File: config.mk
export PLATFORM = sky130hd
export DESIGN_NAME = mem_access_unit_flat
export DESIGN_NICKNAME = d
export VERILOG_FILES = /design/src/rtl/mem_access_unit_if.sv /design/src/rtl/mem_access_unit.sv /design/src/flat_wrapper.sv
export SDC_FILE = /design/constraint.sdc
export NUM_CORES = 1
export LEC_CHECK = 0
export ABC_AREA = 1
export CORE_MARGIN = 4
export CORE_UTILIZATION = 46
export CTS_BUF_LIST = sky130_fd_sc_hd__clkbuf_4 sky130_fd_sc_hd__clkbuf_8
export CTS_CLUSTER_SIZE = 10
export DETAILED_ROUTE_END_ITERATION = 16
export GPL_TIMING_DRIVEN = 1
export PLACE_DENSITY = 0.92
export SYNTH_ARGS = -nofsm -noshare
export SYNTH_HDL_FRONTEND = slang
export SYNTH_SLANG_ARGS = --single-unit
File: constraint.sdc
create_clock -name clk -period 2.24 [get_ports clk]
set_input_delay 0.448 -clock clk [delete_from_list [all_inputs] [get_ports clk]]
set_output_delay 0.448 -clock clk [all_outputs]
set_load 0.05 [all_outputs]
File: src/rtl/mem_access_unit_if.sv
// Data-memory port of the memory-access stage: valid/ready request channel
// plus a read-data return channel. The stage drives through the master
// modport; the memory model or arbiter connects to the slave modport.
interface mem_access_unit_if #(
   parameter int DATA_W = 32
);
   logic                  dmem_req;
   logic                  dmem_ready;
   logic [DATA_W-1:0]     dmem_addr;
   logic                  dmem_we;
   logic [DATA_W/8-1:0]   dmem_be;
   logic [DATA_W-1:0]     dmem_wdata;
   logic                  dmem_rvalid;
   logic [DATA_W-1:0]     dmem_rdata;

   modport master (
      output dmem_req, dmem_addr, dmem_we, dmem_be, dmem_wdata,
      input  dmem_ready, dmem_rvalid, dmem_rdata
   );

   modport slave (
      input  dmem_req, dmem_addr, dmem_we, dmem_be, dmem_wdata,
      output dmem_ready, dmem_rvalid, dmem_rdata
   );
endinterface

File: src/rtl/mem_access_unit.sv
// Memory-access stage of the five-stage SPARC pipeline. Decodes the EX/MEM
// register, runs big-endian load/store accesses over a valid/ready port,
// aligns/extends load data and stalls upstream while an access is in flight.
// Non-memory instructions pass through with one cycle of latency.
// Optional feature macro: MEM_ALIGN_TRAP_EN (misaligned accesses trap instead
// of having their low address bits forced to zero).
module mem_access_unit #(
   parameter int DATA_W = 32,
   parameter int REG_W  = 5
) (
   input  logic              clk,
   input  logic              reset,
   input  logic [REG_W-1:0]  mem_regD_in,
   input  logic [DATA_W-1:0] mem_alures_in,
   input  logic [1:0]        mem_op_in,
   input  logic [5:0]        mem_op3_in,
   input  logic [DATA_W-1:0] mem_stdata_in,
   output logic              mem_stall,
   mem_access_unit_if.master dmem,
   output logic              wb_valid,
   output logic              wb_en,
   output logic [REG_W-1:0]  wb_regD,
   output logic [DATA_W-1:0] wb_data,
   output logic              mem_trap
);

   typedef enum logic [1:0] {IDLE = 2'd0, REQ = 2'd1, WAIT = 2'd2} state_t;

   localparam logic [REG_W-1:0] CALL_REG = 5'd15;

   function automatic logic is_load_f(input logic [5:0] op3);
      case (op3)
         6'b000000, 6'b000001, 6'b000010, 6'b001001, 6'b001010: is_load_f = 1'b1;
         default: is_load_f = 1'b0;
      endcase
   endfunction

   function automatic logic is_store_f(input logic [5:0] op3);
      case (op3)
         6'b000100, 6'b000101, 6'b000110: is_store_f = 1'b1;
         default: is_store_f = 1'b0;
      endcase
   endfunction

   // op3[1:0] encodes the access size: 00 word, 01 byte, 10 halfword.
   function automatic logic [3:0] lane_be_f(input logic [5:0] op3, input logic [1:0] off);
      case (op3[1:0])
         2'b01:   lane_be_f = 4'b1000 >> off;
         2'b10:   lane_be_f = off[1] ? 4'b0011 : 4'b1100;
         default: lane_be_f = 4'b1111;
      endcase
   endfunction

   function automatic logic [DATA_W-1:0] lane_wdata_f(input logic [5:0] op3,
                                                      input logic [DATA_W-1:0] data);
      case (op3[1:0])
         2'b01:   lane_wdata_f = {4{data[7:0]}};
         2'b10:   lane_wdata_f = {2{data[15:0]}};
         default: lane_wdata_f = data;
      endcase
   endfunction

   // Offset 0 is the most significant byte/halfword; op3[3] selects sign extension.
   function automatic logic [DATA_W-1:0] load_extract_f(input logic [5:0] op3,
                                                        input logic [1:0] off,
                                                        input logic [DATA_W-1:0] rdata);
      logic [7:0]  b;
      logic [15:0] h;
      b = rdata[(5'd24 - {off, 3'b000}) +: 8];
      h = off[1] ? rdata[15:0] : rdata[31:16];
      case (op3[1:0])
         2'b01:   load_extract_f = op3[3] ? {{(DATA_W-8){b[7]}}, b} : {{(DATA_W-8){1'b0}}, b};
         2'b10:   load_extract_f = op3[3] ? {{(DATA_W-16){h[15]}}, h} : {{(DATA_W-16){1'b0}}, h};
         default: load_extract_f = rdata;
      endcase
   endfunction

   state_t              state_r, state_s;
   logic                stall_r, req_r;
   logic                we_r, we_s;
   logic [3:0]          be_r, be_s;
   logic [DATA_W-1:0]   addr_r, addr_s;
   logic [DATA_W-1:0]   wdata_r, wdata_s;
   logic [5:0]          op3_r, op3_s;
   logic [1:0]          off_r, off_s;
   logic [REG_W-1:0]    regd_r, regd_s;
   logic                wb_valid_r, wb_valid_s;
   logic                wb_en_r, wb_en_s;
   logic [REG_W-1:0]    wb_regd_r, wb_regd_s;
   logic [DATA_W-1:0]   wb_data_r, wb_data_s;
   logic                mem_access_s;
   logic [1:0]          off_align_s;
`ifdef MEM_ALIGN_TRAP_EN
   logic                trap_r, trap_s;
   logic                misalign_s;
`endif

   assign mem_access_s = (mem_op_in == 2'b11) &&
                         (is_load_f(mem_op3_in) || is_store_f(mem_op3_in));

`ifdef MEM_ALIGN_TRAP_EN
   assign misalign_s = ((mem_op3_in[1:0] == 2'b00) && (mem_alures_in[1:0] != 2'b00)) ||
                       ((mem_op3_in[1:0] == 2'b10) && mem_alures_in[0]);
`endif

   // Lane offset with the bits a word/halfword access cannot use forced to zero
   always_comb begin
      off_align_s = mem_alures_in[1:0];
      case (mem_op3_in[1:0])
         2'b00:   off_align_s = 2'b00;
         2'b10:   off_align_s = {mem_alures_in[1], 1'b0};
         default: off_align_s = mem_alures_in[1:0];
      endcase
   end

   // Next-state, request capture and writeback decode
   always_comb begin
      state_s    = state_r;
      we_s       = we_r;
      be_s       = be_r;
      addr_s     = addr_r;
      wdata_s    = wdata_r;
      op3_s      = op3_r;
      off_s      = off_r;
      regd_s     = regd_r;
      wb_valid_s = 1'b0;
      wb_en_s    = 1'b0;
      wb_regd_s  = {REG_W{1'b0}};
      wb_data_s  = {DATA_W{1'b0}};
`ifdef MEM_ALIGN_TRAP_EN
      trap_s     = 1'b0;
`endif
      case (state_r)
         IDLE: begin
`ifdef MEM_ALIGN_TRAP_EN
            if (mem_access_s && misalign_s) begin
               wb_valid_s = 1'b1;
               trap_s     = 1'b1;
               wb_regd_s  = mem_regD_in;
               wb_data_s  = mem_alures_in;
            end else
`endif
            if (mem_access_s) begin
               state_s = REQ;
               addr_s  = {mem_alures_in[DATA_W-1:2], 2'b00};
               off_s   = off_align_s;
               be_s    = lane_be_f(mem_op3_in, off_align_s);
               wdata_s = lane_wdata_f(mem_op3_in, mem_stdata_in);
               we_s    = is_store_f(mem_op3_in);
               op3_s   = mem_op3_in;
               regd_s  = mem_regD_in;
            end else begin
               wb_valid_s = 1'b1;
               wb_data_s  = mem_alures_in;
               if (mem_op_in == 2'b01) begin
                  wb_regd_s = CALL_REG;
                  wb_en_s   = 1'b1;
               end else begin
                  wb_regd_s = mem_regD_in;
                  wb_en_s   = (mem_op_in == 2'b10) && (mem_regD_in != {REG_W{1'b0}});
               end
            end
         end
         REQ: begin
            if (dmem.dmem_ready) begin
               if (we_r) begin
                  state_s    = IDLE;
                  wb_valid_s = 1'b1;
                  wb_regd_s  = regd_r;
               end else begin
                  state_s = WAIT;
               end
            end else begin
               state_s = REQ;
            end
         end
         WAIT: begin
            if (dmem.dmem_rvalid) begin
               state_s    = IDLE;
               wb_valid_s = 1'b1;
               wb_en_s    = (regd_r != {REG_W{1'b0}});
               wb_regd_s  = regd_r;
               wb_data_s  = load_extract_f(op3_r, off_r, dmem.dmem_rdata);
            end else begin
               state_s = WAIT;
            end
         end
         default: state_s = IDLE;
      endcase
   end

   // State and output registers with synchronous active-low reset
   always_ff @(posedge clk) begin
      if (!reset) begin
         state_r    <= IDLE;
         stall_r    <= 1'b0;
         req_r      <= 1'b0;
         we_r       <= 1'b0;
         be_r       <= 4'b0000;
         addr_r     <= {DATA_W{1'b0}};
         wdata_r    <= {DATA_W{1'b0}};
         op3_r      <= 6'b000000;
         off_r      <= 2'b00;
         regd_r     <= {REG_W{1'b0}};
         wb_valid_r <= 1'b0;
         wb_en_r    <= 1'b0;
         wb_regd_r  <= {REG_W{1'b0}};
         wb_data_r  <= {DATA_W{1'b0}};
`ifdef MEM_ALIGN_TRAP_EN
         trap_r     <= 1'b0;
`endif
      end else begin
         state_r    <= state_s;
         stall_r    <= (state_s != IDLE);
         req_r      <= (state_s == REQ);
         we_r       <= we_s;
         be_r       <= be_s;
         addr_r     <= addr_s;
         wdata_r    <= wdata_s;
         op3_r      <= op3_s;
         off_r      <= off_s;
         regd_r     <= regd_s;
         wb_valid_r <= wb_valid_s;
         wb_en_r    <= wb_en_s;
         wb_regd_r  <= wb_regd_s;
         wb_data_r  <= wb_data_s;
`ifdef MEM_ALIGN_TRAP_EN
         trap_r     <= trap_s;
`endif
      end
   end

   assign mem_stall        = stall_r;
   assign dmem.dmem_req    = req_r;
   assign dmem.dmem_addr   = addr_r;
   assign dmem.dmem_we     = we_r;
   assign dmem.dmem_be     = be_r;
   assign dmem.dmem_wdata  = wdata_r;
   assign wb_valid         = wb_valid_r;
   assign wb_en            = wb_en_r;
   assign wb_regD          = wb_regd_r;
   assign wb_data          = wb_data_r;
`ifdef MEM_ALIGN_TRAP_EN
   assign mem_trap         = trap_r;
`else
   assign mem_trap         = 1'b0;
`endif

endmodule

File: src/flat_wrapper.sv
// flat-port wrapper written by rule: the top's interface ports become plain ports
module mem_access_unit_flat 
#(
   parameter int DATA_W = 32,
   parameter int REG_W  = 5
)
  (clk, reset, mem_regD_in, mem_alures_in, mem_op_in, mem_op3_in, mem_stdata_in, mem_stall, wb_valid, wb_en, wb_regD, wb_data, mem_trap, dmem_dmem_req, dmem_dmem_addr, dmem_dmem_we, dmem_dmem_be, dmem_dmem_wdata, dmem_dmem_ready, dmem_dmem_rvalid, dmem_dmem_rdata);
  mem_access_unit_if #(.DATA_W(DATA_W)) dmem_i ();
  input  logic clk;
  input  logic reset;
  input  logic [REG_W-1:0] mem_regD_in;
  input  logic [DATA_W-1:0] mem_alures_in;
  input  logic [1:0] mem_op_in;
  input  logic [5:0] mem_op3_in;
  input  logic [DATA_W-1:0] mem_stdata_in;
  output logic mem_stall;
  output logic wb_valid;
  output logic wb_en;
  output logic [REG_W-1:0] wb_regD;
  output logic [DATA_W-1:0] wb_data;
  output logic mem_trap;
  output wire logic [$bits(dmem_i.dmem_req)-1:0] dmem_dmem_req;
  output wire logic [$bits(dmem_i.dmem_addr)-1:0] dmem_dmem_addr;
  output wire logic [$bits(dmem_i.dmem_we)-1:0] dmem_dmem_we;
  output wire logic [$bits(dmem_i.dmem_be)-1:0] dmem_dmem_be;
  output wire logic [$bits(dmem_i.dmem_wdata)-1:0] dmem_dmem_wdata;
  input wire logic [$bits(dmem_i.dmem_ready)-1:0] dmem_dmem_ready;
  input wire logic [$bits(dmem_i.dmem_rvalid)-1:0] dmem_dmem_rvalid;
  input wire logic [$bits(dmem_i.dmem_rdata)-1:0] dmem_dmem_rdata;
  assign dmem_dmem_req = dmem_i.dmem_req;
  assign dmem_dmem_addr = dmem_i.dmem_addr;
  assign dmem_dmem_we = dmem_i.dmem_we;
  assign dmem_dmem_be = dmem_i.dmem_be;
  assign dmem_dmem_wdata = dmem_i.dmem_wdata;
  assign dmem_i.dmem_ready = dmem_dmem_ready;
  assign dmem_i.dmem_rvalid = dmem_dmem_rvalid;
  assign dmem_i.dmem_rdata = dmem_dmem_rdata;
  mem_access_unit #(.DATA_W(DATA_W), .REG_W(REG_W)) u_core (.clk(clk), .reset(reset), .mem_regD_in(mem_regD_in), .mem_alures_in(mem_alures_in), .mem_op_in(mem_op_in), .mem_op3_in(mem_op3_in), .mem_stdata_in(mem_stdata_in), .mem_stall(mem_stall), .dmem(dmem_i), .wb_valid(wb_valid), .wb_en(wb_en), .wb_regD(wb_regD), .wb_data(wb_data), .mem_trap(mem_trap));
endmodule
* Word-level counts from Yosys, hierarchy flattened *
Index checks and enable logic that the tools add are counted.

operators by class
  multipliers = 0
  equal/unequal tests = 17
  bitwise operators = 0
  divide/modulo/power cells = 0
  shift operators = 2
  reductions and logical operators = 12
  muxes and demuxes = 33
  add/subtract/negate cells = 1
  magnitude comparators = 0

operators with widths
  kind                                                                   count
  32-bit case mux with 2 select lines                                    3
  32-bit two-way mux                                                     4
  32-bit by 6-bit indexed part select with 8-bit output                  1
  5-bit two-way mux                                                      5
  6-bit by 3-bit equality test with 1-bit output, second input constant  3
  16-bit two-way mux                                                     1
  5-bit case mux with 3 select lines                                     1
  6-bit by 4-bit equality test with 1-bit output, second input constant  2
  2-bit by 1-bit equality test with 1-bit output, second input constant  5
  2-bit equality test, second input constant                             5
  5-bit nonzero test                                                     2
  1-bit two-way mux                                                      9
  2-bit two-way mux                                                      4
  4-bit case mux with 2 select lines                                     1
  6-bit by 1-bit equality test with 1-bit output, second input constant  1
  6-bit by 2-bit equality test with 1-bit output, second input constant  1
  6-bit zero test                                                        1
  2-bit case mux with 3 select lines                                     1
  5-bit OR reduction                                                     1
  5-bit subtractor, first input constant                                 1
  2-bit zero test                                                        2
  4-bit two-way mux                                                      1
  2-bit case mux with 2 select lines                                     1
  4-bit by 2-bit right shift with 4-bit output, first input constant     1
  7 further kinds                                                        8

word-level totals
  memories kept = 0
  ROM bits = 0
  register bits after elaboration = 121
  latch bits = 0
  RAM bits = 0
  input port bits = 113

* Longest topological paths before layout *
  depth in word-level cells = 8
  gate-level depth with buffers = 12
  depth with buffers taken out = 11

* Worst setup path after synthesis *
No wires, ideal clock.

  path kind = input-to-reg
  start point = input port mem_op3_in[1]
  end point = register u_core.stall_r, in the netlist u_core.mem_stall
  setup time = 0.120 ns
  stages = 12
  arrival time = 1.581 ns
  slack = 0.539 ns
  cell sequence = inv_1 ha_1 nor2_2 nand2_1 nand2_1 nand2_1 nand3_2 buf_6 buf_6 o21ai_0 nand2_1 nand2_1

on the way
  word-level cells in the longest chain between the ends = 8
  elaborated cells on any way between the ends = 17
  those cells by class = 7 x eq/ne; 4 x mux; 6 x reduce/logical

ends and longest elaborated chain
  what                                                                    line                                          RTL
  start, declared                                                         flat_wrapper.sv:14                            input logic [5:0] mem_op3_in;
  6-bit by 1-bit equality test with 1-bit output (tied with other cells)  mem_access_unit.sv:32                         case (op3)
  5-bit OR reduction / 3-bit OR reduction (equally long branches)         mem_access_unit.sv:32, mem_access_unit.sv:39
  1-bit two-way mux, on equally long branches                             mem_access_unit.sv:32, mem_access_unit.sv:39
  1-bit logical OR *                                                      mem_access_unit.sv:99                         (is_load_f(mem_op3_in) || is_store_f(mem_op3_in));
  1-bit logical AND *                                                     mem_access_unit.sv:98                         assign mem_access_s = (mem_op_in == 2'b11) &&
  2-bit two-way mux *                                                     mem_access_unit.sv:143                        if (mem_access_s) begin
  2-bit case mux with 3 select lines *                                    mem_access_unit.sv:133                        case (state_r)
  2-bit nonzero test *                                                    mem_access_unit.sv:214                        stall_r <= (state_s != IDLE);
  end signal, assigned                                                    mem_access_unit.sv:214
  end, declared                                                           mem_access_unit.sv:79                         logic stall_r, req_r;

Mark *: on every way between the ends. The rest lies on a longest branch, timed or not.
A chain may end at the register's enable or synchronous reset.

* Worst setup path after layout *
  start point = register u_core.wb_data_r[14], in the netlist u_core.wb_data[14]
  end point = output port wb_data[14]

RTL lines
  what                    line                    RTL
  start, declared         mem_access_unit.sv:90   logic [DATA_W-1:0] wb_data_r, wb_data_s;
  start signal, assigned  mem_access_unit.sv:208  wb_data_r <= {DATA_W{1'b0}};
  start signal, assigned  mem_access_unit.sv:226  wb_data_r <= wb_data_s;
  end, declared           flat_wrapper.sv:20      output logic [DATA_W-1:0] wb_data;

No word-level cell between the ends.

==> results.md <==
* Max Cap Viol at 0
* Initial antenna violation count at 1
* DRT iter0 DRCs at about 670
* Ports at ~220
* Status: completed
* RSZ-0062 raised after global routing: false
* Post-CTS repair timing setup buffer count at 0
* Tcrit/Tclk final at 0.948
* Power Density at slightly below 600 mW/mm^2
* Yosys warns at 0
* Clk slew on worst S/H paths at 70 ps
* Final count of hold timing violations at 0
* R2r endpoint: u_core.wb_data[25]$_SDFF_PN0_
* CP max-delay cell: clkdlybuf4s50_1
* Clock Skew at 7.74 ps
* Share of cells above drive strength 1 at 0.0614
* Reg2Reg Depth at 10
* Pwr Total at approximately 5200 uW
* Depth of the CTS H-tree at 4
* Drc violations at 0
* Drt wl/cell at 14.5 um
* Worst setup path start: u_core.wb_data[14]$_SDFF_PN0_
* Sequential-to-total area share from yosys stat at 0.398
* Crit path to: wb_data[14]
* CTS Buffer Depth at 2
* Initial core utilization at 0.474
* CP Data Required Time at 1790 ps
* Die Wd at 123 um
* Mean Syn Cell Area at 6.20 um^2
* CP Capture Type: output port
* Fmax at between 0.4 and 0.5 GHz
* CTS sink cnt at between 100 and 150
* Number of enable flip-flop cells after synthesis at 0
* Core area at 0.0127 mm^2
* Setup-failing EPs final at 0
* P&R area growth vs syn at 47.4%
* GR Util All Layers at 0.266
* NumNets Final at roughly 1300
* Top cells by count, synth: nand2_1, nor2_1, inv_1
* Vias in the first global route at between 6000 and 7000
* Worst path max stage delay at 840 ps
* Slew headroom at 0.462
* Synth cell types at 26
* Critical Path Fanout Max at 1
* Worst skew pair latency at 440 ps
* Hold Crit Class: reg2reg
* VDD IR max at about 0.41 mV
* R2R setup slack at roughly 450 ps
* CP top delay family: buffers and inverters
* Chip Height at 123 um
* CP arrival at between 1500 and 2000 ps
* Gr ovfl total at 0
* Count leader, synth: nand2_1
* Num CTS Buffers at 17
* DIE AREA at 0.0150 mm^2
* Kind of critical path: reg2out
* Crit-path cells: clkdlybuf4s50_1
* Mapped cell area at 0.00603 mm^2
* Asr flop ratio synth at 0
* Post-route setup slack at roughly 120 ps
* Via count at 6902
* Root Driver: clkbuf_8
* Critical Path Stages at 1
* Crit path launch type: flop
* Fillers at 1034
* Leakage at 0.00412 uW
* Synth top area cells: dfxtp_1, nand2_1, nor2_1, inv_1, a21oi_1
* DRT antenna net count at 0
* Critical R2R Launch: u_core.op3_r[1]$_SDFFE_PN0P_
* DR pass1 iterations at 7
* FF+latch count, synth at 120
* CTS resizes at 0
* Worst path bufs/invs at 1
* Final worst path period need at roughly 2100 ps
* Syn Inst Count at 974
* DRT Wirelength at 20000 um
* Vias per inst at roughly 5
* Routability congestion estimate at about 0.91
* Slew of the pin with the lowest slew margin at 800 ps
* Top cell type's share of synthesized area at 0.398
* Most frequently used flop master after synthesis: dfxtp_1
* PortBufs at 220
* Antenna Cells at 0
* HPWL after detailed placement at 14800 um
* Place WS at -188 ps
* Hold buffer count at cts at 0
* CTS tree: done
* Maximum number of pins on one net before global-route repair at 76
* Dominant cell type by area after synthesis: dfxtp_1
* Max Slew Vio Count at 0
* FP Rows at 41
* Setup TNS at 0 ps
* First-pass GRT wire length at 31700 um
==> routing by layer <==
layer,share of wire,up-vias,track usage,wire length (um)
li1,-,3381,-,-
met1,0.38,3078,0.290,7600
met2,0.48,377,0.462,9520
met3,0.11,64,0.0935,2240
met4,0.033,2,0.124,657
met5,0.00055,-,0,11
==> flip-flops by register name, indices dropped and copies added, names as in the netlist, 2 cells and up <==
name,count
u_core.dmem.dmem_wdata,32
u_core.wb_data,32
u_core.dmem.dmem_addr,30
u_core.regd_r,5
u_core.wb_regD,5
u_core.dmem.dmem_be,4
u_core.op3_r,3
u_core.off_r,2
u_core.state_r,2
==> cell usage in the layout, fill, tap and decap left out <==
| master | n |
|---|---|
| a21oi_1 | 79 |
| a22oi_1 | 9 |
| buf_12 | 8 |
| buf_2 | 1 |
| buf_4 | 26 |
| bufinv_16 | 2 |
| clkbuf_4 | 1 |
| clkbuf_8 | 18 |
| clkdlybuf4s50_1 | 219 |
| clkinv_1 | 3 |
| clkinv_2 | 4 |
| clkinv_4 | 3 |
| clkinvlp_4 | 3 |
| conb_1 | 3 |
| dfxtp_1 | 120 |
| ha_1 | 5 |
| inv_1 | 138 |
| inv_4 | 1 |
| nand2_1 | 297 |
| nand2_2 | 1 |
| nand3_1 | 62 |
| nand3_4 | 2 |
| nand3b_1 | 1 |
| nand4_1 | 2 |
| nor2_1 | 168 |
| nor2_2 | 2 |
| nor3_1 | 3 |
| o21ai_0 | 21 |
| o31ai_1 | 1 |
| or2_2 | 2 |
==> through the flow <==
stage / instance area, um^2 / instances / hold WS [ps] / util
after CTS: 8900 / 1377 / 469 / 0.699
after floorplan: 6040 / 976 / 445 / -
after global placement: 8510 / 1346 / 452 / 0.669
after global routing: 8900 / 1377 / 505 / 0.699
final: 8900 / 1377 / 472 / 0.699
after detailed placement: 8510 / 1346 / 462 / 0.669
==> kinds of logic (layout without fill, tap and decap cells) <==
| kind of cell | count (synthesis) | in the layout | share of synthesized area |
|---|---|---|---|
| and+or+nand+nor | 540 | 540 | 0.356 |
| adders and majority gates | 5 | 5 | 0.0104 |
| DFF | 120 | 120 | 0.398 |
| buffers and inverters | 198 | 427 | 0.139 |
| AOI/OAI and AO/OA | 110 | 110 | 0.0954 |
| other | 1 | 3 | 0.000621 |
==> how the worst min path moves through the flow <==
stage | startpoint | slack, ps | endpoint | depth (start not counted)
2_1_floorplan | u_core.regd_r[0]$_SDFFE_PN0P_ | 450 | u_core.wb_regD[0]$_SDFF_PN0_ | 2
3_3_place_gp | u_core.regd_r[0]$_SDFFE_PN0P_ | 450 | u_core.wb_regD[0]$_SDFF_PN0_ | 2
3_5_place_dp | u_core.regd_r[0]$_SDFFE_PN0P_ | 460 | u_core.wb_regD[0]$_SDFF_PN0_ | 2
4_1_cts | u_core.regd_r[0]$_SDFFE_PN0P_ | 470 | u_core.wb_regD[0]$_SDFF_PN0_ | 2
5_1_grt | u_core.regd_r[3]$_SDFFE_PN0P_ | 510 | u_core.wb_regD[3]$_SDFF_PN0_ | 2
6_report | u_core.regd_r[0]$_SDFFE_PN0P_ | 470 | u_core.wb_regD[0]$_SDFF_PN0_ | 2
==> power breakdown <==
group,internal (uW),switching (uW)
combinational,445,630
clock,1020,911
sequential,2210,31.8
==> layout make-up <==
| type | count | area [um^2] | area share |
|---|---|---|---|
| Multi-Input combinational cell | 658 | 2810 | 0.315 |
| Clock inverter | 12 | 129 | 0.0145 |
| Timing Repair Buffer | 254 | 2550 | 0.287 |
| Clock buffer | 19 | 255 | 0.0287 |
| Tap cell | 172 | 215 | 0.0242 |
| Sequential cell | 120 | 2400 | 0.270 |
| Inverter | 142 | 536 | 0.0602 |
No activity file was read; power rests on OpenSTA's default activity.
